**config.mk**
```make
export PLATFORM = sky130hd
export DESIGN_NAME = baud_tick_gen_flat
export DESIGN_NICKNAME = d
export VERILOG_FILES = /design/src/rtl/baud_pkg.sv /design/src/rtl/baud_tick_gen_if.sv /design/src/rtl/baud_frac_div.sv /design/src/rtl/baud_tick_gen.sv /design/src/flat_wrapper.sv
export SDC_FILE = /design/constraint.sdc
export NUM_CORES = 1
export LEC_CHECK = 0
export BUFFER_PORTS_ARGS = -buffer_cell sky130_fd_sc_hd__buf_2
export CAP_MARGIN = 0
export CORE_MARGIN = 3
export CORE_UTILIZATION = 63
export CTS_BUF_LIST = sky130_fd_sc_hd__clkbuf_8
export CTS_CLUSTER_SIZE = 25
export DETAILED_ROUTE_END_ITERATION = 8
export HOLD_SLACK_MARGIN = 0.05
export PLACE_DENSITY = 0.93
export SKIP_LAST_GASP = 1
export SLEW_MARGIN = 20
export SYNTH_ARGS = -nofsm -noshare
export SYNTH_HDL_FRONTEND = slang
export SYNTH_SLANG_ARGS = --single-unit
```
**constraint.sdc**
```tcl
create_clock -name clk -period 4.7 [get_ports clk]
set_input_delay 0.47 -clock clk [delete_from_list [all_inputs] [get_ports clk]]
set_output_delay 0.47 -clock clk [all_outputs]
set_load 0.01 [all_outputs]
```
**src/rtl/baud_pkg.sv**
```systemverilog
// ---------------------------------------------------------------------------
// baud_pkg
// Shared constants and helpers for the baud tick generator.
//   NUM_RATES          number of selectable baud rates
//   DEFAULT_OVERSAMPLE ticks per bit unless overridden
//   BAUD_TABLE         baud rate per rate index (9600 .. 115200)
//   ACC_W              width of the fractional error accumulator
//   rate_idx_t         rate index type (3 bits, 0..4 valid)
//   DEFAULT_RATE       rate index after reset
//   baud_div/baud_rem  integer part / remainder of clk_hz / (baud * os)
// ---------------------------------------------------------------------------
package baud_pkg;

    localparam int NUM_RATES = 5;
    localparam int unsigned DEFAULT_OVERSAMPLE = 16;
    localparam int unsigned BAUD_TABLE [NUM_RATES] = '{9600, 19200, 38400, 57600, 115200};
    localparam int ACC_W = 32;

    typedef logic [2:0] rate_idx_t;

    localparam rate_idx_t DEFAULT_RATE = 3'd0;

    function automatic int unsigned baud_div(input int unsigned clk_hz,
                                             input int unsigned baud,
                                             input int unsigned os);
        return clk_hz / (baud * os);
    endfunction

    function automatic int unsigned baud_rem(input int unsigned clk_hz,
                                             input int unsigned baud,
                                             input int unsigned os);
        return clk_hz % (baud * os);
    endfunction

endpackage

```
**src/rtl/baud_tick_gen_if.sv**
```systemverilog
// ---------------------------------------------------------------------------
// baud_tick_gen_if
// Control and tick bundle between the baud tick generator and its users.
//   en        run enable                         (master -> slave)
//   sel       requested rate select              (master -> slave)
//   tick_os   oversample tick, one cycle wide    (slave -> master)
//   tick_mid  mid-bit sample tick                (slave -> master)
//   tick_bit  bit-boundary tick                  (slave -> master)
//   rate_idx  rate index currently in effect     (slave -> master)
//   sel_err   sel is outside the valid range    (slave -> master)
// ---------------------------------------------------------------------------
interface baud_tick_gen_if;

    logic                en;
    logic [2:0]          sel;
    logic                tick_os;
    logic                tick_mid;
    logic                tick_bit;
    baud_pkg::rate_idx_t rate_idx;
    logic                sel_err;

    modport master (
        output en, sel,
        input  tick_os, tick_mid, tick_bit, rate_idx, sel_err
    );

    modport slave (
        input  en, sel,
        output tick_os, tick_mid, tick_bit, rate_idx, sel_err
    );

endinterface

```
**src/rtl/baud_frac_div.sv**
```systemverilog
// ---------------------------------------------------------------------------
// baud_frac_div
// Period counter with optional fractional error accumulator. Each period is
// div_i or div_i+1 clocks long; the long/short decision is made in the first
// cycle of a period (cnt = 0) from the running error and rem_i / mod_i.
// Optional feature: `BAUD_FRAC_EN. Without it every period is div_i clocks
// and the error register does not exist.
// Ports:
//   clk, rst   clock, asynchronous active-high reset
//   en_i       run enable; low clears counter, error and tick
//   load_i     new divisor in effect for the period starting now; clears err
//   div_i      integer divisor D (>= 2)
//   rem_i      remainder R          (BAUD_FRAC_EN only)
//   mod_i      modulus M = baud*OS  (BAUD_FRAC_EN only)
//   wrap_o     combinational: this is the last cycle of the period
//   tick_os_o  registered one-cycle pulse after each period end
// ---------------------------------------------------------------------------
module baud_frac_div
    import baud_pkg::*;
#(
    parameter int unsigned DIV_W = 16
) (
    input  logic             clk,
    input  logic             rst,
    input  logic             en_i,
    input  logic             load_i,
    input  logic [DIV_W-1:0] div_i,
`ifdef BAUD_FRAC_EN
    input  logic [ACC_W-1:0] rem_i,
    input  logic [ACC_W-1:0] mod_i,
`endif
    output logic             wrap_o,
    output logic             tick_os_o
);

    logic [DIV_W-1:0] cnt_q, cnt_d;
    logic             tick_os_q, tick_os_d;
    logic             period_long;
    logic             period_last;

`ifdef BAUD_FRAC_EN
    logic             long_q, long_d;
    logic [ACC_W-1:0] err_q, err_d;
    logic [ACC_W-1:0] err_base;
    logic [ACC_W:0]   acc_sum;

    // A rate change starts its first period from a clean error.
    assign err_base = load_i ? '0 : err_q;
    // One extra bit so err + R cannot wrap before the compare with M.
    assign acc_sum  = {1'b0, err_base} + {1'b0, rem_i};

    always_comb begin
        long_d = long_q;
        err_d  = err_q;
        if (!en_i) begin
            long_d = 1'b0;
            err_d  = '0;
        end else if (cnt_q == '0) begin
            if (acc_sum >= {1'b0, mod_i}) begin
                long_d = 1'b1;
                err_d  = ACC_W'(acc_sum - {1'b0, mod_i});
            end else begin
                long_d = 1'b0;
                err_d  = acc_sum[ACC_W-1:0];
            end
        end else if (load_i) begin
            err_d = '0;
        end
    end

    always_ff @(posedge clk or posedge rst) begin
        if (rst) begin
            long_q <= 1'b0;
            err_q  <= '0;
        end else begin
            long_q <= long_d;
            err_q  <= err_d;
        end
    end

    assign period_long = long_q;
`else
    assign period_long = 1'b0;
`endif

    // D >= 2, so the terminal count is never 0 and the long/short flag
    // written in the cnt = 0 cycle is always settled by the time it is used.
    assign period_last = period_long ? (cnt_q == div_i)
                                     : (cnt_q == div_i - 1'b1);
    assign wrap_o      = en_i & period_last;

    always_comb begin
        cnt_d     = cnt_q + 1'b1;
        tick_os_d = 1'b0;
        if (!en_i) begin
            cnt_d = '0;
        end else if (period_last) begin
            cnt_d     = '0;
            tick_os_d = 1'b1;
        end
    end

    always_ff @(posedge clk or posedge rst) begin
        if (rst) begin
            cnt_q     <= '0;
            tick_os_q <= 1'b0;
        end else begin
            cnt_q     <= cnt_d;
            tick_os_q <= tick_os_d;
        end
    end

    assign tick_os_o = tick_os_q;

endmodule

```
**src/rtl/baud_tick_gen.sv**
```systemverilog
// ---------------------------------------------------------------------------
// baud_tick_gen
// Oversample / mid-bit / bit-boundary tick generator for five baud rates.
// Rate changes requested through sel take effect only at a bit boundary
// (the cycle tick_bit is high); with en low they load immediately.
// Optional feature: `BAUD_FRAC_EN enables the fractional error accumulator
// in baud_frac_div so the mean period is exactly CLK_HZ/(baud*OVERSAMPLE).
// Parameters: CLK_HZ, OVERSAMPLE (even, >= 4), DIV_W (period counter width).
// Ports:
//   clk   system clock
//   rst   asynchronous active-high reset
//   bus   baud_tick_gen_if.slave: en, sel in; tick_os, tick_mid, tick_bit,
//         rate_idx, sel_err out (all registered)
// ---------------------------------------------------------------------------
module baud_tick_gen
    import baud_pkg::*;
#(
    parameter int unsigned CLK_HZ     = 11_059_200,
    parameter int unsigned OVERSAMPLE = DEFAULT_OVERSAMPLE,
    parameter int unsigned DIV_W      = 16
) (
    input  logic            clk,
    input  logic            rst,
    baud_tick_gen_if.slave  bus
);

    localparam int SUB_W = $clog2(OVERSAMPLE);

    if ((OVERSAMPLE < 4) || ((OVERSAMPLE % 2) != 0)) begin : g_bad_os
        $error("baud_tick_gen: OVERSAMPLE must be even and >= 4");
    end

    // Divisor tables, 8 entries so any 3-bit index is in range; the
    // unused codes alias rate 0.
    logic [DIV_W-1:0] div_tab [8];
`ifdef BAUD_FRAC_EN
    logic [ACC_W-1:0] rem_tab [8];
    logic [ACC_W-1:0] mod_tab [8];
`endif

    for (genvar gi = 0; gi < 8; gi++) begin : g_rate
        localparam int          IDX_G  = (gi < NUM_RATES) ? gi : 0;
        localparam int unsigned BAUD_G = BAUD_TABLE[IDX_G];
        localparam int unsigned D_G    = baud_div(CLK_HZ, BAUD_G, OVERSAMPLE);

        if ((D_G < 2) || (64'(D_G) >= (64'(1) << DIV_W))) begin : g_bad_div
            $error("baud_tick_gen: divisor out of range for rate index %0d", IDX_G);
        end

        assign div_tab[gi] = DIV_W'(D_G);
`ifdef BAUD_FRAC_EN
        assign rem_tab[gi] = ACC_W'(baud_rem(CLK_HZ, BAUD_G, OVERSAMPLE));
        assign mod_tab[gi] = ACC_W'(BAUD_G * OVERSAMPLE);
`endif
    end

    logic             sel_bad;
    rate_idx_t        req_idx;
    logic             apply;
    rate_idx_t        rate_eff;
    logic [DIV_W-1:0] div_sel;
    logic             wrap;
    logic             tick_os;

    rate_idx_t        rate_idx_q, rate_idx_d;
    logic             sel_err_q, sel_err_d;
    logic [SUB_W-1:0] sub_q, sub_d;
    logic [SUB_W-1:0] sub_inc;
    logic             tick_mid_q, tick_mid_d;
    logic             tick_bit_q, tick_bit_d;

    assign sel_bad = (bus.sel >= 3'(NUM_RATES));
    assign req_idx = sel_bad ? DEFAULT_RATE : bus.sel;

    // tick_bit_q is high in the first cycle of the period that follows a bit
    // boundary, so a pending change steers that whole period to the new rate.
    assign apply    = tick_bit_q && (req_idx != rate_idx_q);
    assign rate_eff = apply ? req_idx : rate_idx_q;
    assign div_sel  = div_tab[rate_eff];

`ifdef BAUD_FRAC_EN
    logic [ACC_W-1:0] rem_sel;
    logic [ACC_W-1:0] mod_sel;
    assign rem_sel = rem_tab[rate_eff];
    assign mod_sel = mod_tab[rate_eff];
`endif

    baud_frac_div #(
        .DIV_W (DIV_W)
    ) u_div (
        .clk       (clk),
        .rst       (rst),
        .en_i      (bus.en),
        .load_i    (apply),
        .div_i     (div_sel),
`ifdef BAUD_FRAC_EN
        .rem_i     (rem_sel),
        .mod_i     (mod_sel),
`endif
        .wrap_o    (wrap),
        .tick_os_o (tick_os)
    );

    assign sub_inc = (sub_q == SUB_W'(OVERSAMPLE - 1)) ? '0 : sub_q + 1'b1;

    always_comb begin
        rate_idx_d = rate_idx_q;
        sel_err_d  = sel_bad;
        sub_d      = sub_q;
        tick_mid_d = 1'b0;
        tick_bit_d = 1'b0;
        if (!bus.en) begin
            sub_d      = '0;
            rate_idx_d = req_idx;
        end else begin
            if (apply) begin
                rate_idx_d = req_idx;
            end
            // Mid/bit flags are computed from the sub-index the new tick_os
            // pulse will carry, so they line up with it in the same cycle.
            if (wrap) begin
                sub_d      = sub_inc;
                tick_bit_d = (sub_inc == '0);
                tick_mid_d = (sub_inc == SUB_W'(OVERSAMPLE / 2));
            end
        end
    end

    always_ff @(posedge clk or posedge rst) begin
        if (rst) begin
            rate_idx_q <= DEFAULT_RATE;
            sel_err_q  <= 1'b0;
            sub_q      <= '0;
            tick_mid_q <= 1'b0;
            tick_bit_q <= 1'b0;
        end else begin
            rate_idx_q <= rate_idx_d;
            sel_err_q  <= sel_err_d;
            sub_q      <= sub_d;
            tick_mid_q <= tick_mid_d;
            tick_bit_q <= tick_bit_d;
        end
    end

    assign bus.tick_os  = tick_os;
    assign bus.tick_mid = tick_mid_q;
    assign bus.tick_bit = tick_bit_q;
    assign bus.rate_idx = rate_idx_q;
    assign bus.sel_err  = sel_err_q;

endmodule

```
**src/flat_wrapper.sv**
```systemverilog
// flat-port wrapper written by rule: the top's interface ports become plain ports
module baud_tick_gen_flat import baud_pkg::*;
#(
    parameter int unsigned CLK_HZ     = 11_059_200,
    parameter int unsigned OVERSAMPLE = DEFAULT_OVERSAMPLE,
    parameter int unsigned DIV_W      = 16
)
  (clk, rst, bus_en, bus_sel, bus_tick_os, bus_tick_mid, bus_tick_bit, bus_rate_idx, bus_sel_err);
  baud_tick_gen_if bus_i ();
  input  logic clk;
  input  logic rst;
  input wire logic [$bits(bus_i.en)-1:0] bus_en;
  input wire logic [$bits(bus_i.sel)-1:0] bus_sel;
  output wire logic [$bits(bus_i.tick_os)-1:0] bus_tick_os;
  output wire logic [$bits(bus_i.tick_mid)-1:0] bus_tick_mid;
  output wire logic [$bits(bus_i.tick_bit)-1:0] bus_tick_bit;
  output wire logic [$bits(bus_i.rate_idx)-1:0] bus_rate_idx;
  output wire logic [$bits(bus_i.sel_err)-1:0] bus_sel_err;
  assign bus_i.en = bus_en;
  assign bus_i.sel = bus_sel;
  assign bus_tick_os = bus_i.tick_os;
  assign bus_tick_mid = bus_i.tick_mid;
  assign bus_tick_bit = bus_i.tick_bit;
  assign bus_rate_idx = bus_i.rate_idx;
  assign bus_sel_err = bus_i.sel_err;
  baud_tick_gen #(.CLK_HZ(CLK_HZ), .OVERSAMPLE(OVERSAMPLE), .DIV_W(DIV_W)) u_core (.clk(clk), .rst(rst), .bus(bus_i));
endmodule
```
Word level (Yosys, flattened, before mapping)
Memory sizes are Yosys's and may differ from the RTL's.
Index checks and enable logic that the tools add are counted.
Widths: inputs -> output; s select.
Storage, ports and cells
  flip-flop bits (word level): 27
  ROM bits: 128
  input port bits: 6
  output and inout port bits: 7
  memories: 1
Operators by class
  add/sub/neg operators: 3
  magnitude comparators: 2
  equal/unequal tests: 5
  multiplexer cells: 16
  bitwise logic cells: 2
  reduce and logical (&&, ||, !) cells: 2
Memory list
  (no name shown): words 8, bits a word 16, read ports 1, clocked after memory_dff 0, write ports 0, RTL line baud_tick_gen.sv:79  | assign div_sel = div_tab[rate_eff];
Operators with widths (count)
  $mux 16: 4
  $add 16x1->16 const B: 1
  $eq 16x16->1: 1
  $sub 16x1->16 const B: 1
  $mux 4: 3
  $mux 3: 3
  $eq 4x4->1 const B: 2
  $mux 1: 6
  $add 4x1->4 const B: 1
  $ge 4x4->1 const B: 1
  $logic_not 4->1: 1
  $not 3->4: 1
  $ge 3x3->1 const B: 1
  $ne 3x3->1: 1
  $ne 2x1->1 const B: 1
  $and 1x1->1: 1
  $logic_and 1x1->1: 1

Longest topological paths before layout
Gate-level depths: netlist of the first run.
  word-level depth: 14
  mapped depth: 15
  mapped depth without buffers: 13

By module
A second synthesis of the first run with hierarchy kept.
Unflattened totals
  cells, all modules: 245
  area total of the unflattened synthesis: 2167.1 um2
By module, submodules not included
  baud_frac_div: instances 1, cells each 175, area an instance 1443.9 um2, seq. area each 425.4 um2
  baud_tick_gen: instances 1, cells each 70, area an instance 723.2 um2, seq. area each 250.2 um2

Least setup slack after synthesis of the first run
OpenSTA, ideal clock, no wires.
  path type: reg-to-reg
  start: register u_core.tick_bit_q, in the netlist u_core.bus.tick_bit
  end: register u_core.u_div.cnt_q[14]
  arrival: 3.244 ns
  required time: 4.581 ns
  setup slack: 1.337 ns
  cell stages (with the launch flop): 16
  cell sequence: dfrtp_1 -> buf_2 -> nand2b_1 -> nand2_1 -> inv_1 -> ha_1 -> o21ai_1 -> a21boi_0 -> ha_1 -> or4b_1 -> o21ai_0 -> a41o_1 -> o21ai_2 -> o41ai_4 -> buf_6 -> nor2_2
On the way
  cells in the longest elaborated chain, start to end: 10
Ends and longest elaborated chain
  start: declaration: RTL line baud_tick_gen.sv:70  | logic tick_bit_q, tick_bit_d;
  start signal: assignment: RTL line baud_tick_gen.sv:141  | tick_bit_q <= tick_bit_d;
  $logic_and 1x1->1: RTL line baud_tick_gen.sv:77  | assign apply = tick_bit_q && (req_idx != rate_idx_q);
  $mux 3: RTL line baud_tick_gen.sv:78  | assign rate_eff = apply ? req_idx : rate_idx_q;
  $not 3->4 (implied by the code): RTL line baud_tick_gen.sv:79
  $mem_v2 8x16
  $mux 16 (implied by the code) (2 in series): RTL line baud_tick_gen.sv:79
  $sub 16x1->16: RTL line baud_frac_div.sv:89  | : (cnt_q == div_i - 1'b1);
  $eq 16x16->1: RTL line baud_frac_div.sv:89
  $mux 16: RTL line baud_frac_div.sv:97  | end else if (period_last) begin
  $mux 16: RTL line baud_frac_div.sv:95  | if (!en_i) begin
  named net u_core.u_div.cnt_d[14]: RTL line baud_frac_div.sv:36  | logic [DIV_W-1:0] cnt_q, cnt_d;
  end signal: assignment: RTL line baud_frac_div.sv:108  | cnt_q <= cnt_d;
  end: declaration: RTL line baud_frac_div.sv:36
The timed path passes the listed nets, and every way through them passes these cells. The select of a mux whose other input is x is not followed.
A chain may end at the register's enable or synchronous reset.

Worst setup path in the final report of the first run
  start: register u_core.tick_bit_q, in the netlist u_core.bus.tick_bit
  end: register u_core.u_div.cnt_q[2]
The elaborated chain is that of the path after synthesis.

==> results of run 1 <==
[routing by layer]
layer | track usage (%) | part of all wire, %
met1 | 33.9 | 44
met5 | 0 | 0
met3 | 2.89 | 5.0
met4 | 8.48 | 1.5
met2 | 33.8 | 49
[logic make-up (layout without fill, tap and decap cells)]
logic type                 Yosys count  count (layout)  synth area share (%)
and+or+nand+nor                    102             102                  31.1
AOI/OAI and AO/OA                   32              32                  12.9
DFF                                 27              27                  34.5
xor gates and xnor gates            20              20                  8.95
buffers and inverters               16              26                  3.77
adders and majority gates            9               9                  5.75
muxes                                6               6                  3.07
[sequential cells by signal, indices dropped and copies added (netlist names)]
register,cells
u_core.sub_q,4
u_core.bus.rate_idx,3
u_core.bus.sel_err,1
u_core.u_div.cnt_q,16
u_core.bus.tick_mid,1
u_core.u_div.tick_os_o,1
u_core.bus.tick_bit,1
[power by group through the flow]
stage               Combinational, mW  Sequential [mW]  Clock [mW]
detailed placement              0.126            0.248           0
global route                    0.142            0.244       0.141
CTS                             0.128            0.243       0.132
global placement                0.122            0.248           0
finish                          0.130            0.244       0.128
floorplan                      0.0974            0.248           0
[worst min-delay path by stage]
stage                              to                    from  cells after the start  slack, ns
4_1_cts            u_core.bus.sel_err              bus_sel[1]                      3       0.45
2_1_floorplan   u_core.u_div.cnt_q[0]   u_core.u_div.cnt_q[0]                      1       0.50
3_5_place_dp   u_core.u_div.cnt_q[15]  u_core.u_div.cnt_q[15]                      2       0.56
3_3_place_gp   u_core.u_div.cnt_q[15]  u_core.u_div.cnt_q[15]                      2       0.54
5_1_grt        u_core.u_div.cnt_q[11]                     rst                      2       0.33
6_report       u_core.u_div.cnt_q[14]                     rst                      2       0.28
[stage by stage]
| step | cell area, um2 | utilization [%] | total power [mW] | cells |
|---|---|---|---|---|
| floorplan | 1960 | - | 0.346 | 212 |
| global placement | 2020 | 70.7 | 0.370 | 248 |
| detailed placement | 2020 | 70.7 | 0.374 | 248 |
| CTS | 2060 | 72.2 | 0.502 | 252 |
| global route | 2070 | 72.6 | 0.526 | 253 |
| finish | 2070 | 72.6 | 0.502 | 253 |
[area by class of cell]
type	count	area (um2)
Clock buffer	3	41.3
Clock inverter	1	3.75
Fill cell	209	781
Inverter	9	33.8
Multi-Input combinational cell	169	1210
Sequential cell	27	676
Tap cell	31	38.8
Timing Repair Buffer	13	71.3
[cells in the final DEF, fill, tap and decap left out, types with 8 or more instances in the layout]
master | netlist | routed
nand2_1 | 19 | 19
buf_2 | 2 | 12
nor2_1 | 16 | 16
xor2_1 | 11 | 11
inv_1 | 9 | 9
a21oi_1 | 9 | 9
xnor2_1 | 9 | 9
ha_1 | 9 | 9
nand3_1 | 8 | 8
nor2_2 | 11 | 11
dfrtp_1 | 27 | 27
==> metrics.csv, run 1 <==
stage,metric,value,unit
run_status,outcome,finished clean,
die,num_rows,19,
routing,wl,4.02,mm
grt,antenna_found_initial,0,
finish,finalNetCount,238,
placed_design,dp_slack,0.419,ns
clock_tree,cts-root-buf,clkbuf_8,
clock_tree,post_cts_buffers,0,
setup_path,crit_fanout,10,
pwr,peakVddDrop,0.254,mV
logic_synthesis,yosys.area.top_type_share,34.5,%
routing,drc,0,
setup_path,cp_num_buf_inv,2,
setup_path,crit_top_cell,ha_1,
sta,slew_headroom,36.2,%
setup_path,crit_arrival,4.17,ns
sta,fin_tns_setup,0,ns
pwr,power.density,242,mW/mm2
clock_tree,cts_resized,0,
logic_synthesis,syn_area,0.00196,mm2
job,maxCapViolations,0,
setup_path,rrSetupSlack,0.69,ns
setup_path,cpLargestDelayFamily,compound AO/OA/AOI/OAI gates,
die,die_y,61.7,um
routing,ant_nets,0,
pwr,power_frac_clock,25.6,%
sta,layout_setup_ws,0.691,ns
setup_path,r2r-end,u_core.u_div.cnt_q[2],
clock_tree,path_clk_slew,0.09,ns
pwr,switching_power,0.159,mW
min_path,hold_path.class,primary input to async pin,
finish,diodes,0,
sta,setup_viol,0,
routing,drt-initial-drc-count,135,
logic_synthesis,ys_seq_area_share,34.5,%
setup_path,cp.required,4.86,ns
clock_tree,clockBufferDepth,2,
setup_path,end_kind,register,
pwr,combPwrFrac,25.9,%
pwr,p_int,0.343,mW
die,ioPinCount,13,
logic_synthesis,synth-async-reset-ratio,100,%
pwr,p_leak,0.882,nW
logic_synthesis,synthDistinctLibCells,53,
logic_synthesis,synth_cells,212,
logic_synthesis,synthesis.nets,227,
routing,vias_per_cell,6.31,
placed_design,portBuffers,12,
die,die_area,0.00381,mm2
clock_tree,cts_tree,built,
setup_path,crit_chain,nand2b_1 -> nand2_1 -> inv_1 -> ha_1 -> o21ai_1 -> a21boi_0 -> ha_1 -> or4b_1 -> o21ai_0 -> a41o_1 -> o21ai_2 -> o41ai_4 -> buf_6 -> nor2_1,
sta,slew_violations,0,
routing,first_pass_iters,4,
sta,fmax,249,MHz
routing,vias,1596,
setup_path,r2r_cells,14,
setup_path,slowest_delay,0.58,ns
grt,grt_pass1_vias,1377,
sta,finalHoldViolations,0,
sta,whs,0.277,ns
pwr,p_seq_share,48.5,%
pwr,swShare,31.7,%
sta,fin_crit_sh,85.3,%
clock_tree,cts_buffers,3,
sta,rsz0062_at_grt,no,
sta,fin_crit,4.01,ns
setup_path,critical_path_class,register to register,
grt,grt_use_total,22.7,%
clock_tree,htreeDepth,1,
setup_path,rr_startpoint,u_core.bus.tick_bit,
clock_tree,cts.sinks,27,
routing,wl_per_cell,15.9,um
logic_synthesis,synth_most_common_cell,dfrtp_1,
placed_design,place_hpwl,2.90,mm
clock_tree,worstSkewPairLatency,0.27,ns
logic_synthesis,ys_top_cells_by_area,"dfrtp_1, ha_1, xor2_1, xnor2_1, nand2_1",
setup_path,startpoint,u_core.bus.tick_bit,
finish,drive_gt1_share,19.4,%
die,die_x,61.7,um
logic_synthesis,syn-mean-instance-area,9.23,um2
logic_synthesis,synth-seq-cells,27,
die,coreArea,0.00285,mm2
setup_path,worstSetupEndpoint,u_core.u_div.cnt_q[2],
grt,grt_pass1_wl,6.38,mm
grt,grt_max_degree,28,
finish,syn_to_final_growth,5.88,%
setup_path,path_depth,14,
grt,grt-ovfl-total,0,
setup_path,crit_slowest_cell,o41ai_4,
sta,tightest_slew,0.952,ns
die,start_util,68.6,%
clock_tree,cts_hold_buf,0,
logic_synthesis,ys_warn_count,0,
logic_synthesis,synth_common_cells,"dfrtp_1, nand2_1, nor2_1, nor2_2, xor2_1",
logic_synthesis,synth.largest_area_cell,dfrtp_1,
sta,fin_skew,0.00290,ns
logic_synthesis,synth_ff_type,dfrtp_1,
setup_path,cp-start-kind,register,
placed_design,gp_congestion,0.909,
logic_synthesis,synth_edf_count,0,
Note: power is estimated with default switching activity, not from simulation.
==> run 2: changes to the inputs <==
==> constraint.sdc (replaced) <==
create_clock -name clk -period 4.7 [get_ports clk]
set_input_delay 0.94 -clock clk [delete_from_list [all_inputs] [get_ports clk]]
set_output_delay 0.94 -clock clk [all_outputs]
set_load 0.01 [all_outputs]
==> metrics.csv, run 2 (synthesis results as in run 1) <==
stage,metric,value,unit
die,die_y,61.7,um
clock_tree,clockBufferDepth,2,
clock_tree,cts.sinks,27,
die,num_rows,19,
finish,mostFrequentLayoutCell,dfrtp_1,
grt,grt_use_total,23.8,%
finish,largest_reg_flops,16,
sta,fin_tns_setup,0,ns
clock_tree,worstSkewPairLatency,0.28,ns
finish,finalNetCount,240,
setup_path,cp.required,4.87,ns
setup_path,r2r_cells,15,
finish,syn_to_final_growth,7.80,%
routing,ant_nets,0,
pwr,fin_total_pwr,0.512,mW
pwr,peakVddDrop,0.153,mV
clock_tree,path_clk_slew,0.10,ns
die,ioPinCount,13,
pwr,p_leak,0.898,nW
die,die_x,61.7,um
die,coreArea,0.00285,mm2
routing,wl_per_cell,16.3,um
grt,grt_pass1_vias,1516,
run_status,outcome,finished clean,
grt,grt_pass1_wl,6.67,mm
sta,tightest_slew,0.953,ns
sta,fmax,244,MHz
sta,fin_crit,4.10,ns
finish,drive_gt1_share,20.5,%
grt,grt_max_degree,28,
clock_tree,cts-root-buf,clkbuf_8,
routing,first_pass_iters,4,
routing,wl,4.16,mm
finish,largest_register,u_core.u_div.cnt_q,
job,maxCapViolations,0,
placed_design,gp_congestion,0.904,
setup_path,rr_startpoint,u_core.bus.tick_bit,
sta,rsz0062_at_grt,no,
grt,grt-ovfl-total,0,
sta,fin_crit_sh,87.2,%
pwr,power.density,243,mW/mm2
setup_path,critical_path_class,primary input to register,
setup_path,crit_arrival,4.27,ns
sta,slew_violations,0,
finish,fin_util,73.9,%
setup_path,r2r-end,u_core.u_div.cnt_q[10],
min_path,hold_path.class,register to register,
setup_path,worstSetupEndpoint,u_core.u_div.cnt_q[10],
routing,drc,0,
sta,finalHoldViolations,0,
placed_design,portBuffers,12,
routing,drt-initial-drc-count,119,
setup_path,crit_fanout,13,
grt,antenna_found_initial,0,
clock_tree,cts_buffers,3,
setup_path,rrSetupSlack,0.89,ns
placed_design,place_hpwl,2.92,mm
sta,fin_skew,0.00709,ns
die,die_area,0.00381,mm2
finish,diodes,0,
setup_path,cp-start-kind,primary input,
setup_path,startpoint,bus_sel[2],
clock_tree,htreeDepth,1,
routing,vias,1634,
sta,slew_headroom,36.1,%
finish,final_cell_mix,"dfrtp_1, nand2_1, nor2_1",
die,start_util,68.6,%
sta,setup_viol,0,
setup_path,end_kind,register,
clock_tree,cts_tree,built,
routing,vias_per_cell,6.41,
[run 2: repair_timing]
action                                 CTS  global route
hold buffers                             0             0
endpoints found under the hold margin    0             0
setup endpoints to repair                0             1
resized for setup                        0             0
setup buffers                            0             2
[run 2: final cells by class]
class	instances	area, um2
sequential	27	676
inverter	9	33.8
clock inverter	1	5.00
timing repair buffer	15	108
clock buffer	3	41.3
fill	194	743
multi-input combinational	169	1210
tap	31	38.8
[run 2: worst max-delay path, cell delays in order]
cell      delay, ns
buf_2          0.14
nand3b_1       0.20
nand2_1        0.15
inv_1          0.12
ha_1           0.30
o21ai_1        0.17
a21boi_0       0.22
ha_1           0.30
or4b_1         0.47
o21ai_0        0.18
a41o_1         0.26
o21ai_2        0.12
o41ai_4        0.37
buf_12         0.20
buf_12         0.11
nor2_2         0.03
[run 2: worst min-delay path by stage]
stage	start	to	slack (ns)	cells after the start
CTS	u_core.sub_q[3]	u_core.sub_q[3]	0.57	2
global placement	u_core.u_div.cnt_q[15]	u_core.u_div.cnt_q[15]	0.54	2
floorplan	u_core.u_div.cnt_q[0]	u_core.u_div.cnt_q[0]	0.50	1
detailed placement	u_core.sub_q[3]	u_core.sub_q[3]	0.56	2
global route	u_core.sub_q[3]	u_core.sub_q[3]	0.61	2
finish	u_core.sub_q[3]	u_core.sub_q[3]	0.57	2
[run 2: report_power, final]
part / internal, mW / switching [mW]
Sequential: 0.237 / 0.00610
Combinational: 0.0494 / 0.0846
Clock: 0.0596 / 0.0750
[run 2: routing by layer]
metal | track usage (%) | vias to the layer above | share of wire [%]
li1 | - | 781 | -
met1 | 33.0 | 788 | 43
met2 | 37.7 | 58 | 50
met3 | 2.69 | 7 | 5.5
met4 | 10.9 | 0 | 1.5
met5 | 0 | - | 0
[run 2: stage by stage]
step                instances  hold slack (ns)  cell area, um2  setup WS (ns)
global placement          249            0.543            2020          0.208
finish                    255            0.574            2110          0.601
detailed placement        249            0.560            2020        -0.0339
global route              255            0.608            2110          0.441
floorplan                 212            0.504            1960          0.953
CTS                       253            0.574            2070          0.267
==> run 3: changes to the inputs <==
--- a/config.mk
+++ b/config.mk
@@ -14,6 +14,7 @@
 export DETAILED_ROUTE_END_ITERATION = 8
 export HOLD_SLACK_MARGIN = 0.05
 export PLACE_DENSITY = 0.93
+export RECOVER_POWER = 25
 export SKIP_LAST_GASP = 1
 export SLEW_MARGIN = 20
 export SYNTH_ARGS = -nofsm -noshare
==> metrics.csv, run 3 (synthesis results as in run 1) <==
stage,metric,value,unit
run_status,outcome,finished clean,
routing,wl_per_cell,16.2,um
die,num_rows,19,
pwr,p_leak,0.895,nW
min_path,hold_path.class,register to register,
pwr,fin_total_pwr,0.511,mW
sta,fin_skew,0.00586,ns
routing,vias_per_cell,6.37,
pwr,peakVddDrop,0.152,mV
routing,drt-initial-drc-count,119,
routing,drc,0,
routing,wl,4.14,mm
min_path,min_from,u_core.sub_q[3],
clock_tree,post_cts_buffers,0,
placed_design,placed_cell_area,0.00202,mm2
setup_path,cp.required,4.87,ns
clock_tree,cts_hold_buf,0,
clock_tree,cts_buffers,3,
routing,first_pass_iters,4,
die,die_area,0.00381,mm2
setup_path,cp-start-kind,primary input,
finish,diodes,0,
grt,grt_pass1_vias,1516,
die,die_x,61.7,um
setup_path,rr_startpoint,u_core.bus.tick_bit,
sta,finalHoldViolations,0,
finish,fin_util,73.9,%
finish,largest_reg_flops,16,
setup_path,crit_arrival,4.27,ns
clock_tree,cts_resized,0,
finish,drive_gt1_share,20.1,%
sta,rsz0062_at_grt,no,
setup_path,end_kind,register,
placed_design,dp_slack,-0.0339,ns
placed_design,gp_congestion,0.904,
clock_tree,htreeDepth,1,
grt,antenna_found_initial,0,
finish,mostFrequentLayoutCell,dfrtp_1,
finish,finalNetCount,240,
clock_tree,cts_tree,built,
finish,n_fill_cell,195,
clock_tree,path_clk_slew,0.09,ns
setup_path,crit_chain,buf_2 -> nand3b_1 -> nand2_1 -> inv_1 -> ha_1 -> o21ai_1 -> a21boi_0 -> ha_1 -> or4b_1 -> o21ai_0 -> a41o_1 -> o21ai_2 -> o41ai_4 -> buf_12 -> buf_12 -> nor2_2,
sta,fin_crit_sh,87.1,%
routing,ant_nets,0,
clock_tree,cts.sinks,27,
grt,grt_max_degree,28,
die,ioPinCount,13,
placed_design,portBuffers,12,
sta,fin_tns_setup,0,ns
job,maxCapViolations,0,
clock_tree,clockBufferDepth,2,
finish,syn_to_final_growth,7.74,%
sta,slew_violations,0,
finish,final_cell_mix,"dfrtp_1, nand2_1, nor2_1",
pwr,power.density,242,mW/mm2
placed_design,place_hpwl,2.92,mm
die,die_y,61.7,um
setup_path,critical_path_class,primary input to register,
grt,grt_use_total,23.8,%
setup_path,crit_fanout,13,
sta,setup_viol,0,
sta,fin_crit,4.09,ns
grt,grt-ovfl-total,0,
sta,tightest_slew,0.953,ns
setup_path,crit_slowest_cell,or4b_1,
grt,grt_pass1_wl,6.67,mm
die,start_util,68.6,%
setup_path,slowest_delay,0.47,ns
die,coreArea,0.00285,mm2
routing,vias,1624,
finish,design_area,0.00211,mm2
sta,slew_headroom,36.1,%
sta,fmax,244,MHz
sta,layout_setup_ws,0.608,ns
clock_tree,worstSkewPairLatency,0.28,ns
finish,largest_register,u_core.u_div.cnt_q,
setup_path,startpoint,bus_sel[2],
clock_tree,cts-root-buf,clkbuf_8,
[run 3: layer usage]
metal	GRT usage [%]	vias up	share of wire, %	wire, um
met2	37.7	47	50	2060
met5	0	-	0	0
li1	-	780	-	-
met3	2.69	10	4.8	197
met1	33.0	787	44	1810
met4	10.9	0	1.8	75
[run 3: critical path, delay by kind of cell]
family | cells | cell delay, ns
AOI/OAI and AO/OA | 6 | 1.32
and+or+nand+nor | 4 | 0.85
adders and majority gates | 2 | 0.59
buffers and inverters | 4 | 0.57
[run 3: cell type report]
type	instances	area, um2	area share, %
Sequential cell	27	676	32.0
Timing Repair Buffer	15	106	5.04
Multi-Input combinational cell	169	1210	57.3
Inverter	9	33.8	1.60
Tap cell	31	38.8	1.84
Clock inverter	1	5.00	0.237
Clock buffer	3	41.3	1.96
[run 3: per-stage QoR]
step	hold slack, ns	instances
2_1_floorplan	0.504	212
3_5_place_dp	0.560	249
3_3_place_gp	0.543	249
5_1_grt	0.608	255
6_report	0.574	255
4_1_cts	0.574	253
[run 3: final timing paths]
kind / endpoint / slack, ns / cells past startpoint
setup / recovery: u_core.u_div.cnt_q[10] / 0.61 / 16
hold / removal: u_core.sub_q[3] / 0.57 / 2
setup reg to reg: u_core.u_div.cnt_q[10] / 0.90 / 15
hold reg to reg: u_core.sub_q[3] / 0.57 / 2
max in group asynchronous: u_core.u_div.cnt_q[9] / 3.52 / 2
min in group asynchronous: u_core.u_div.cnt_q[0] / 0.74 / 2
[run 3: power breakdown]
group / internal, mW / leakage, nW / switching (mW)
Clock: 0.0596 / 0.0255 / 0.0745
Sequential: 0.237 / 0.367 / 0.00609
Combinational: 0.0493 / 0.502 / 0.0840
